**config.mk**
```make
export PLATFORM = sky130hd
export DESIGN_NAME = uart_rx_frontend
export DESIGN_NICKNAME = d
export VERILOG_FILES = /design/src/rtl/uart_pkg.sv /design/src/rtl/uart_rx_fifo.sv /design/src/rtl/uart_rx_frontend.sv
export SDC_FILE = /design/constraint.sdc
export NUM_CORES = 1
export LEC_CHECK = 0
export BUFFER_PORTS_ARGS = -buffer_cell sky130_fd_sc_hd__buf_2
export CORE_MARGIN = 4
export CORE_UTILIZATION = 45
export DETAILED_ROUTE_END_ITERATION = 8
export PLACE_DENSITY = 0.63
export SETUP_SLACK_MARGIN = 0.02
export SLEW_MARGIN = 10
export SYNTH_ARGS = -nofsm -noshare
export SYNTH_HDL_FRONTEND = slang
export SYNTH_SLANG_ARGS = --single-unit
```
**constraint.sdc**
```tcl
create_clock -name clk -period 6.4 [get_ports clk]
set_input_delay 0.64 -clock clk [delete_from_list [all_inputs] [get_ports clk]]
set_output_delay 0.64 -clock clk [all_outputs]
set_load 0.05 [all_outputs]
```
**src/rtl/uart_pkg.sv**
```systemverilog
// Shared types and helpers for the oversampling UART receive path.
package uart_pkg;

   localparam int unsigned DATA_BITS = 8;

   typedef enum logic [2:0] {
      IDLE,
      START,
      DATA,
      STOP,
      WAIT_IDLE
   } rx_state_t;

   // Sample-tick divider, integer floor of clock/(baud*oversample).
   function automatic int unsigned baud_div(input int unsigned clock_freq,
                                            input int unsigned baud_rate,
                                            input int unsigned oversample);
      return clock_freq / (baud_rate * oversample);
   endfunction

endpackage

```
**src/rtl/uart_rx_fifo.sv**
```systemverilog
// First-word fall-through byte FIFO; push is accepted when full only if a pop happens in the same cycle.
module uart_rx_fifo #(
   parameter int unsigned DEPTH = 8,
   parameter int unsigned WIDTH = 8
) (
   input  logic                     clk,
   input  logic                     rst_n,
   input  logic                     push,
   input  logic [WIDTH-1:0]         wr_data,
   input  logic                     pop,
   output logic [WIDTH-1:0]         rd_data,
   output logic                     full,
   output logic                     empty,
   output logic [$clog2(DEPTH):0]   count
);

   localparam int unsigned AW = $clog2(DEPTH);
   localparam int unsigned CW = AW + 1;

   logic [WIDTH-1:0] mem_q [DEPTH];
   logic [WIDTH-1:0] mem_d [DEPTH];
   logic [AW-1:0]    wr_ptr_q, wr_ptr_d;
   logic [AW-1:0]    rd_ptr_q, rd_ptr_d;
   logic [CW-1:0]    count_q, count_d;
   logic             do_push, do_pop;

   always_comb begin
      do_pop   = pop && (count_q != '0);
      do_push  = push && ((count_q != CW'(DEPTH)) || do_pop);
      mem_d    = mem_q;
      wr_ptr_d = wr_ptr_q;
      rd_ptr_d = rd_ptr_q;
      if (do_push) begin
         mem_d[wr_ptr_q] = wr_data;
         wr_ptr_d        = wr_ptr_q + AW'(1);
      end
      if (do_pop) begin
         rd_ptr_d = rd_ptr_q + AW'(1);
      end
      count_d = count_q + CW'(do_push) - CW'(do_pop);
   end

   always_ff @(posedge clk or negedge rst_n) begin
      if (!rst_n) begin
         for (int i = 0; i < int'(DEPTH); i++) begin
            mem_q[i] <= '0;
         end
         wr_ptr_q <= '0;
         rd_ptr_q <= '0;
         count_q  <= '0;
      end else begin
         mem_q    <= mem_d;
         wr_ptr_q <= wr_ptr_d;
         rd_ptr_q <= rd_ptr_d;
         count_q  <= count_d;
      end
   end

   assign rd_data = mem_q[rd_ptr_q];
   assign full    = (count_q == CW'(DEPTH));
   assign empty   = (count_q == '0);
   assign count   = count_q;

endmodule

```
**src/rtl/uart_rx_frontend.sv**
```systemverilog
// Oversampling 8N1 UART receiver with majority-vote sampling, feeding a small FWFT byte FIFO.
module uart_rx_frontend
   import uart_pkg::*;
#(
   parameter int unsigned CLOCK_FREQ = 50_000_000,
   parameter int unsigned BAUD_RATE  = 9600,
   parameter int unsigned OVERSAMPLE = 16,
   parameter int unsigned FIFO_DEPTH = 8
) (
   input  logic                          clk,
   input  logic                          reset_n,
   input  logic                          rx_in,
   output logic [DATA_BITS-1:0]          rx_data,
   output logic                          rx_valid,
   input  logic                          rx_ready,
   output logic                          rx_busy,
   output logic                          frame_error,
   output logic                          overrun_error,
   output logic [$clog2(FIFO_DEPTH):0]   fifo_count
);

   localparam int unsigned DIV      = baud_div(CLOCK_FREQ, BAUD_RATE, OVERSAMPLE);
   localparam int unsigned DIV_W    = (DIV > 1) ? $clog2(DIV) : 1;
   localparam int unsigned OS_W     = $clog2(OVERSAMPLE);
   localparam int unsigned BIT_W    = $clog2(DATA_BITS);
   localparam int unsigned VOTE_END = OVERSAMPLE / 2 + 1;

   logic                 rx_meta_q, rx_sync_q;
   logic                 rxs;
   rx_state_t            state_q, state_d;
   logic [DIV_W-1:0]     div_cnt_q, div_cnt_d;
   logic [OS_W-1:0]      samp_cnt_q, samp_cnt_d;
   logic [1:0]           hist_q, hist_d;
   logic [BIT_W-1:0]     bit_cnt_q, bit_cnt_d;
   logic [DATA_BITS-1:0] shift_q, shift_d;
   logic                 busy_q, busy_d;
   logic                 frame_error_q, frame_error_d;
   logic                 overrun_q, overrun_d;
   logic                 tick_c, vote_c, vote_end_c, push_c, pop_c;
   logic                 fifo_full, fifo_empty;

   // Two-flop synchronizer, preset to the idle-high line level.
   always_ff @(posedge clk or negedge reset_n) begin
      if (!reset_n) begin
         rx_meta_q <= 1'b1;
         rx_sync_q <= 1'b1;
      end else begin
         rx_meta_q <= rx_in;
         rx_sync_q <= rx_meta_q;
      end
   end

   assign rxs   = rx_sync_q;
   assign pop_c = rx_ready && !fifo_empty;

   always_comb begin
      tick_c        = (div_cnt_q == DIV_W'(DIV - 1));
      vote_c        = (hist_q[1] & hist_q[0]) | (hist_q[1] & rxs) | (hist_q[0] & rxs);
      vote_end_c    = tick_c && (samp_cnt_q == OS_W'(VOTE_END));
      state_d       = state_q;
      div_cnt_d     = tick_c ? '0 : div_cnt_q + DIV_W'(1);
      samp_cnt_d    = samp_cnt_q;
      hist_d        = hist_q;
      bit_cnt_d     = bit_cnt_q;
      shift_d       = shift_q;
      push_c        = 1'b0;
      frame_error_d = 1'b0;

      if (tick_c) begin
         hist_d     = {hist_q[0], rxs};
         samp_cnt_d = (samp_cnt_q == OS_W'(OVERSAMPLE - 1)) ? '0 : samp_cnt_q + OS_W'(1);
      end

      unique case (state_q)
         IDLE: begin
            // Realign tick phase to the start edge.
            if (!rxs) begin
               state_d    = START;
               div_cnt_d  = '0;
               samp_cnt_d = '0;
               bit_cnt_d  = '0;
            end
         end
         START: begin
            if (vote_end_c) begin
               state_d = vote_c ? IDLE : DATA;
            end
         end
         DATA: begin
            if (vote_end_c) begin
               shift_d   = {vote_c, shift_q[DATA_BITS-1:1]};
               bit_cnt_d = bit_cnt_q + BIT_W'(1);
               if (bit_cnt_q == BIT_W'(DATA_BITS - 1)) begin
                  state_d = STOP;
               end
            end
         end
         STOP: begin
            if (vote_end_c) begin
               if (vote_c) begin
                  push_c  = 1'b1;
                  state_d = IDLE;
               end else begin
                  frame_error_d = 1'b1;
                  state_d       = WAIT_IDLE;
               end
            end
         end
         WAIT_IDLE: begin
            // Two consecutive high samples mean the line is back to idle.
            if (tick_c && rxs && hist_q[0]) begin
               state_d = IDLE;
            end
         end
         default: state_d = IDLE;
      endcase

      busy_d    = (state_d != IDLE);
      overrun_d = push_c && fifo_full && !pop_c;
   end

   always_ff @(posedge clk or negedge reset_n) begin
      if (!reset_n) begin
         state_q       <= IDLE;
         div_cnt_q     <= '0;
         samp_cnt_q    <= '0;
         hist_q        <= 2'b11;
         bit_cnt_q     <= '0;
         shift_q       <= '0;
         busy_q        <= 1'b0;
         frame_error_q <= 1'b0;
         overrun_q     <= 1'b0;
      end else begin
         state_q       <= state_d;
         div_cnt_q     <= div_cnt_d;
         samp_cnt_q    <= samp_cnt_d;
         hist_q        <= hist_d;
         bit_cnt_q     <= bit_cnt_d;
         shift_q       <= shift_d;
         busy_q        <= busy_d;
         frame_error_q <= frame_error_d;
         overrun_q     <= overrun_d;
      end
   end

   uart_rx_fifo #(
      .DEPTH (FIFO_DEPTH),
      .WIDTH (DATA_BITS)
   ) u_fifo (
      .clk     (clk),
      .rst_n   (reset_n),
      .push    (push_c),
      .wr_data (shift_d),
      .pop     (pop_c),
      .rd_data (rx_data),
      .full    (fifo_full),
      .empty   (fifo_empty),
      .count   (fifo_count)
   );

   assign rx_valid      = !fifo_empty;
   assign rx_busy       = busy_q;
   assign frame_error   = frame_error_q;
   assign overrun_error = overrun_q;

endmodule

```
==> summary.md, run 1 <==
| Metric | Value |
|---|---|
| H-tree levels | 3 |
| Final GP Congestion | around 0.79 |
| Post-Synth Simple-Gate Area | 15.8% |
| Critical path launch point type | flip-flop |
| Rows | 38 |
| Post-CTS Resized | 0 |
| Fin. max-slew vios | 0 |
| FF-to-FF path depth | 7 |
| Sequential power share | between 40% and 50% |
| Critical Path End Type | output port |
| Setup crit end | rx_data[1] |
| Die Footprint | 0.0130 mm² |
| Hold Crit Class | in2async |
| # nets final | 480 |
| Worst path max stage delay | roughly 1.1 ns |
| LEAKAGE | between 2 and 3 nW |
| Post-synth top area share | 51.6% |
| Hold_ws | about 0.25 ns |
| Largest family of logic cells by synthesized area | simple AND/OR/NAND/NOR gates |
| DRC Markers | 0 |
| Worst r2r dst | u_fifo.mem_q[0] |
| Synth Area in XOR/XNOR | under 10% |
| WL final | approximately 9400 µm |
| Fin util | between 40% and 50% |
| Vias/cell | between 5 and 6 |
| Vias in the first global route | 3151 |
| Synth Area in Adders | slightly above 4% |
| HPWL Detailed | 6530 µm |
| Root buf cell | clkbuf_8 |
| Routed wire length per instance | 15.5 µm |
| Clock Tree Buf Depth | 2 |
| Flops & latches, synth | 108 |
| Switching Share | a little over a third |
| Largest net degree at the start of global routing | 62 |
| Top delay family on crit path | flip-flops |
| Mean Syn Cell Area | roughly 11 µm² |
| Crit path arrival time | 2.59 ns |
| Hold Vio Cnt, Final | 0 |
| Max_slew headroom | between 20% and 30% |
| Required @ worst endpoint | about 5.8 ns |
| Clock Power Share | between 20% and 30% |
| Number of synthesized flops with an enable pin | 0 |
| Unrepaired setup endpoints after global routing | false |
| Die X | approximately 110 µm |
| Main synth FF type | dfrtp_1 |
| Crit path launch | u_fifo.rd_ptr_q[0] |
| Sequential share of the synthesized area | roughly 54% |
| DIE HEIGHT | roughly 110 µm |
| Ys async rst share | 100% |
| Internal power | between 0.001 and 0.0015 W |
| PD cells | around 320 mW/mm² |
| Post-synthesis mux area share | 12.5% |
| Syn nets | 467 |
| Clk sink count | 108 |
| Final Cycle Share | between 50% and 60% |
| Antenna-violating nets left | 0 |
| Status | finished clean |
| Cell area after synthesis | slightly above 0.005 mm² |
| Setup TNS | 0 ns |
| Final Setup Violations | 0 |
| Buf/Inv on CP | 1 |
| First-pass GRT wire length | between 15000 and 20000 µm |
| Final Skew | 0.00980 ns |
| Yosys top cell by area | dfrtp_1 |
| CP Max Fanout | 18 |
| Core box area | 0.0109 mm² |
| IO Port Bufs | 19 |
| Clock latency on the worst-skew pair | roughly 0.38 ns |
| R2R Path Start | div_cnt_q[0] |
| First-pass DRT Iterations | 4 |
| Yosys cell types | 47 |
| Ys Warns | 0 |
| P&R area growth vs syn | 7.87% |
| Post-CTS Hold Buffers | 0 |
| Initial antenna violation count | 0 |
| Mapped Cells | between 400 and 500 |
| Min Tclk post-route | 3.23 ns |
| Slowest cell on the critical path | dfrtp_1 |
| GRT Util Overall | between 10% and 20% |
| Slew @ Worst Pin | around 1.1 ns |
| Gr ovfl total | 0 |
| Net switching power figure | 0.000622 W |
| Crit. path cell count | 3 |
| Vias | approximately 3200 |
| # diodes | 0 |
| Initial Utilization | approximately 46% |
| Post CTS Setup Buffer Count | 0 |
| Type of the worst setup path | reg2out |
| Compound-gate portion of the synthesized area | ~8.2% |
| Share of cells above drive strength 1 | 16.7% |
| Dominant cells by area after synthesis | dfrtp_1 52%, mux4_2 7.1%, nand2_1 6.9% |
| Cts bufs inserted | 9 |
| Max Cap Viol | 0 |
| Worst IR Drop VDD | roughly 0.00024 V |
| CTS tree | done |
| Clock slew at reported path FFs | approximately 0.10 ns |
| F_max | 310 MHz |
| Critical Path, Cell by Cell | mux4_2 -> mux2_2 -> buf_2 |
| Number of I/O pins | 20 |
| FF-to-FF setup slack | 3.45 ns |
| Logic pwr share | ~30% |
| Initial DRC count | between 150 and 200 |
==> worst reg2reg max path, delay by kind of cell, from the launching register on <==
family	cells	cell delay, ns
AOI/OAI and AO/OA	1	0.22
buffers and inverters	1	0.08
adders and majority gates	1	0.15
muxes	1	0.77
and+or+nand+nor	3	1.14
DFF	1	0.45
==> worst min path at each step <==
stage | to | cells past startpoint
after floorplan | bit_cnt_q[0] | 0
after global placement | rx_sync_q | 0
after detailed placement | rx_sync_q | 0
after CTS | u_fifo.wr_ptr_q[1] | 1
after global routing | u_fifo.count[0] | 1
final | u_fifo.count[0] | 1
==> power by group through the flow <==
| stage | combinational [W] | sequential, W | clock, W |
|---|---|---|---|
| detailed placement | 0.000529 | 0.000805 | 0 |
| floorplan | 0.000437 | 0.000781 | 0 |
| CTS | 0.000533 | 0.000792 | 0.000445 |
| finish | 0.000524 | 0.000788 | 0.000428 |
| global route | 0.000563 | 0.000800 | 0.000469 |
| global placement | 0.000525 | 0.000804 | 0 |
==> through the flow <==
step                total power, W  instances  cell area [µm²]  setup slack, ns
floorplan                  0.00122        448             5040             3.74
global placement           0.00133        590             5230             3.49
detailed placement         0.00133        590             5230             3.39
CTS                        0.00177        606             5440             3.09
global route               0.00183        606             5440             2.96
finish                     0.00174        606             5440             3.17
==> metal layers <==
layer  track usage, %  vias up  share of wire (%)
met5                0        -                  0
met3             4.08       10                5.4
met2             25.7       59                 50
met1             21.0     1575                 44
li1                 -     1578                  -
met4             4.91        0               0.99
==> area by class of cell <==
| cell class | count | area, µm² |
|---|---|---|
| clock buffers | 10 | 138 |
| multi-input cells | 303 | 2170 |
| flip-flops and latches | 108 | 2710 |
| clock inverters | 6 | 72.6 |
| repair buffers | 20 | 105 |
| inverters | 19 | 71.3 |
| well taps | 140 | 175 |
| fillers | 982 | 5450 |
==> synth_stat cells, types with 2 or more instances <==
library cell / instances
mux2i_4: 6
buf_2: 3
dfstp_2: 4
ha_1: 14
mux2i_1: 2
o21ai_0: 66
and3_1: 2
xnor2_1: 4
mux4_2: 16
a21o_1: 2
buf_6: 3
clkbuf_1: 11
nor2b_1: 4
nand3_1: 11
dfrtp_1: 104
or3_1: 2
nand3b_1: 3
nand2b_1: 2
nand2_1: 92
nor3_1: 4
nor2_1: 16
a21oi_1: 6
inv_1: 19
mux2_2: 10
or4_1: 4
xor2_1: 10
nand4_1: 7
and2_1: 2
==> flip-flops by register name, indices dropped and copies added, names as in the netlist <==
register	count
u_fifo.wr_ptr_q	3
hist_q	2
samp_cnt_q	4
state_q	3
div_cnt_q	9
u_fifo.mem_q	64
u_fifo.count	4
shift_q	8
rx_busy	1
u_fifo.rd_ptr_q	3
rx_meta_q	1
overrun_error	1
rx_sync_q	1
frame_error	1
bit_cnt_q	3
==> cell usage in the layout, fill, tap and decap left out, drive strengths merged, types with 2 or more instances in the layout <==
| master | instances |
|---|---|
| mux4 | 16 |
| nor2b | 4 |
| xnor2 | 4 |
| nand4 | 8 |
| nor2 | 17 |
| nor3 | 5 |
| or4 | 4 |
| dfrtp | 104 |
| and2 | 2 |
| a21oi | 6 |
| buf | 20 |
| or3 | 2 |
| mux2 | 10 |
| clkinvlp | 3 |
| and3 | 2 |
| ha | 14 |
| a21o | 2 |
| o21ai | 66 |
| xor2 | 10 |
| nor4 | 2 |
| nand2 | 92 |
| nand3b | 3 |
| nand2b | 2 |
| clkbuf | 10 |
| dfstp | 4 |
| nand3 | 11 |
| mux2i | 8 |
| inv | 20 |
==> cell families (layout without fill, tap and decap cells) <==
logic type,count (synthesis),in the layout
fa+ha+maj,16,16
xor+xnor,14,14
buf+inv,37,55
flops,108,108
compound gates,79,79
mux,34,34
simple gates,160,160
(Power assumes the default switching activity.)
==> inputs of run 2 (changes only) <==
--- a/config.mk
+++ b/config.mk
@@ -5,11 +5,12 @@
 export SDC_FILE = /design/constraint.sdc
 export NUM_CORES = 1
 export LEC_CHECK = 0
+export ABC_AREA = 1
 export BUFFER_PORTS_ARGS = -buffer_cell sky130_fd_sc_hd__buf_2
 export CORE_MARGIN = 4
 export CORE_UTILIZATION = 45
 export DETAILED_ROUTE_END_ITERATION = 8
-export PLACE_DENSITY = 0.63
+export PLACE_DENSITY = 0.65
 export SETUP_SLACK_MARGIN = 0.02
 export SLEW_MARGIN = 10
 export SYNTH_ARGS = -nofsm -noshare
==> constraint.sdc (replaced) <==
create_clock -name clk -period 2.8 [get_ports clk]
set_input_delay 0.28 -clock clk [delete_from_list [all_inputs] [get_ports clk]]
set_output_delay 0.28 -clock clk [all_outputs]
set_load 0.05 [all_outputs]
==> run 2 against run 1 <==
Net effect:
- synthesized cell count grew 45%
- register-to-register slack lost 3.0 ns
- combinational power grew to 3.0 times the previous value
- clock skew shrank 0.0011 ns
- final area grew 12%
- hold slack lost 0.22 ns
- flip-flop and latch count is the same
- sequential power grew 120%
- count of clock-buffer cells in the layout grew 3
- critical path depth grew 7
- critical endpoint is now u_fifo.count[1]
==> summary.md, run 2 <==
| Metric | Value |
|---|---|
| Final GP Congestion | 0.850 |
| Syn nets | 669 |
| Dominant cells by area after synthesis | dfrtp_1 47%, nand2_1 14%, nand3_1 7.0% |
| Most common cell after layout, fill and taps aside | nand2_1 |
| Setup TNS | 0 ns |
| # nets final | approximately 700 |
| Fin util | approximately half |
| Clk sink count | about 110 |
| Type of the worst setup path | reg2reg |
| Gr ovfl total | 0 |
| Clock slew at reported path FFs | 0.06 ns |
| Ys async rst share | between 90% and 100% |
| Final Skew | between 0.008 and 0.009 ns |
| Unrepaired setup endpoints after global routing | false |
| Flops & latches, synth | between 100 and 150 |
| Vias/cell | 5.43 |
| Slew @ Worst Pin | 0.841 ns |
| GRT Util Overall | about a fifth |
| # diodes | 0 |
| HPWL Detailed | 8800 µm |
| Largest Register | u_fifo.mem_q |
| Critical path launch point type | flip-flop |
| Yosys top cell by area | dfrtp_1 |
| Max Cap Viol | 0 |
| Top Registers | u_fifo.mem_q x64, div_cnt_q x9, shift_q x8 |
| Hold Vio Cnt, Final | 0 |
| Hold Crit Class | in2reg |
| Vias | 4476 |
| Min-Delay Path Depth | 1 |
| Max FFs per register | 64 |
| Post-synthesis mux area share | 0% |
| Critical Path End Type | flip-flop |
| Yosys cell types | 35 |
| Root buf cell | clkbuf_16 |
| Number of I/O pins | 20 |
| Synth Area in Adders | 3.56% |
| P&R area growth vs syn | 11.5% |
| CTS tree | done |
| Seq. cell area | ~0.0027 mm² |
| # fillers | approximately 1100 |
| Antenna-violating nets left | 0 |
| IO Port Bufs | 19 |
| Die X | 118 µm |
| Initial antenna violation count | 0 |
| Die Footprint | between 0.01 and 0.015 mm² |
| CP Max Fanout | 11 |
| Required @ worst endpoint | roughly 3.0 ns |
| Min Tclk post-route | about 2.3 ns |
| Synth cell count leaders | 208 x nand2_1, 104 x dfrtp_1, 78 x nor2_1, 77 x nand3_1, 35 x inv_1 |
| Cts bufs inserted | 9 |
| Area of the multi-input gates | 0.00248 mm² |
| Sequential share of the synthesized area | 49.4% |
| Core box area | between 0.01 and 0.015 mm² |
| Compound-gate portion of the synthesized area | about 5.6% |
| Post-Synth Simple-Gate Area | between 30% and 40% |
| H-tree levels | 3 |
| DRC Markers | 0 |
| Post-synth top area share | a little under half |
| Ys Warns | 0 |
| Crit path arrival time | approximately 2.6 ns |
| First-pass GRT wire length | 22300 µm |
| LEAKAGE | roughly 3.2 nW |
| Rows | 40 |
| Commonest cells after routing, fill and taps aside | 208 x nand2_1, 103 x dfrtp_1, 77 x nor2_1, 77 x nand3_1, 35 x inv_1 |
| DIE HEIGHT | between 100 and 150 µm |
| First-pass DRT Iterations | 5 |
| Clock latency on the worst-skew pair | around 0.36 ns |
| WL final | ~13000 µm |
| PD cells | 776 mW/mm² |
| Status | finished clean |
| Fin. max-slew vios | 0 |
| F_max | 431 MHz |
| Synth Area in XOR/XNOR | under 10% |
| Post CTS Setup Buffer Count | 0 |
| Mean Syn Cell Area | 8.43 µm² |
| Initial Utilization | between 40% and 50% |
| Share of cells above drive strength 1 | 12.4% |
| Final Cycle Share | 82.9% |
| Initial DRC count | ~270 |
| Main synth FF type | dfrtp_1 |
| Largest net degree at the start of global routing | 66 |
| Count leader, synth | nand2_1 |
| Mapped Cells | 650 |
| Worst Setup Slack, final | 0.478 ns |
| Largest family of logic cells by synthesized area | simple AND/OR/NAND/NOR gates |
| Final Setup Violations | 0 |
| Max_slew headroom | between 40% and 50% |
| Place WS | 0.494 ns |
| Worst IR Drop VDD | approximately 0.00047 V |
| FF-to-FF path depth | 10 |
| Vias in the first global route | ~4400 |
| Clock Tree Buf Depth | 2 |
| Routed wire length per instance | around 16 µm |
| Cell area after synthesis | 0.00548 mm² |
| Number of synthesized flops with an enable pin | 0 |
==> run 2: changes by cell type after synthesis, sizes merged, moves of 4 or more <==
| cell | before | now |
|---|---|---|
| nor2 | 17 | 84 |
| mux2i | 8 | 0 |
| o21ai | 66 | 25 |
| nand4 | 8 | 21 |
| buf | 7 | 15 |
| nand2 | 92 | 215 |
| inv | 19 | 40 |
| nor2b | 4 | 0 |
| or4 | 4 | 0 |
| mux2 | 10 | 0 |
| nand3 | 11 | 78 |
| mux4 | 16 | 0 |
| o32ai | 0 | 16 |
==> run 2: layout make-up <==
type / count / share of cell area, %
flip-flops and latches: 108 / 44.3
multi-input cells: 478 / 40.6
clock buffers: 13 / 4.42
repair buffers: 35 / 4.01
well taps: 147 / 3.01
inverters: 41 / 2.52
clock inverters: 3 / 1.11
==> run 2: layer usage <==
layer	part of all wire, %	vias to the layer above	GRT usage [%]
li1	-	2177	-
met5	0	-	0
met4	2.7	0	9.49
met2	48	118	31.4
met1	44	2154	26.7
met3	4.9	27	2.92
==> run 2: report_power, final <==
group          total, W  switching (W)  leakage, nW  internal [W]
sequential      0.00173       0.000110         1.45       0.00162
clock           0.00142       0.000564        0.162      0.000858
combinational   0.00159        0.00114         1.59      0.000453
total           0.00474        0.00181         3.20       0.00293
==> run 2: kinds of logic (layout without fill, tap and decap cells) <==
family | count (synthesis) | count (layout)
adder cells (fa/ha/maj) | 15 | 15
buffers and inverters | 64 | 92
XOR/XNOR | 9 | 9
AND/OR/NAND/NOR | 407 | 407
flip-flops | 108 | 108
AO/OA/AOI/OAI | 47 | 47
==> run 2: what timing repair did <==
action | in CTS | in global routing
endpoints found under the hold margin | 41 | 0
endpoints found under the setup margin | 0 | 1
hold buffers | 1 | 0
resized for setup | 0 | 1
==> run 2: per-stage QoR <==
stage,area [µm²],hold WS (ns),cells,total power [W]
CTS,6110,0.0159,825,0.00479
floorplan,5480,-0.0156,650,0.00290
detailed placement,5760,0.323,808,0.00335
finish,6110,0.0277,825,0.00474
global placement,5760,0.314,808,0.00333
global route,6110,0.0152,825,0.00502
==> run 2: final timing paths <==
| check | startpoint | end | slack [ns] |
|---|---|---|---|
| min | rx_in | rx_meta_q | 0.03 |
| min reg2reg | rx_meta_q | rx_sync_q | 0.36 |
| max in group asynchronous | reset_n | rx_meta_q | 1.61 |
| max | samp_cnt_q[1] | u_fifo.count[1] | 0.48 |
| max reg2reg | samp_cnt_q[1] | u_fifo.count[1] | 0.48 |
| min in group asynchronous | reset_n | u_fifo.mem_q[48] | 0.46 |
==> run 2: critical path: stages (launching register included) <==
cell and delay (ns):
dfrtp_1 0.39, inv_1 0.08, ha_1 0.14, nand3_1 0.10
inv_1 0.29, nand3_4 0.20, nor2_2 0.14, inv_1 0.08
nor2_2 0.14, ha_1 0.21, fa_1 0.42
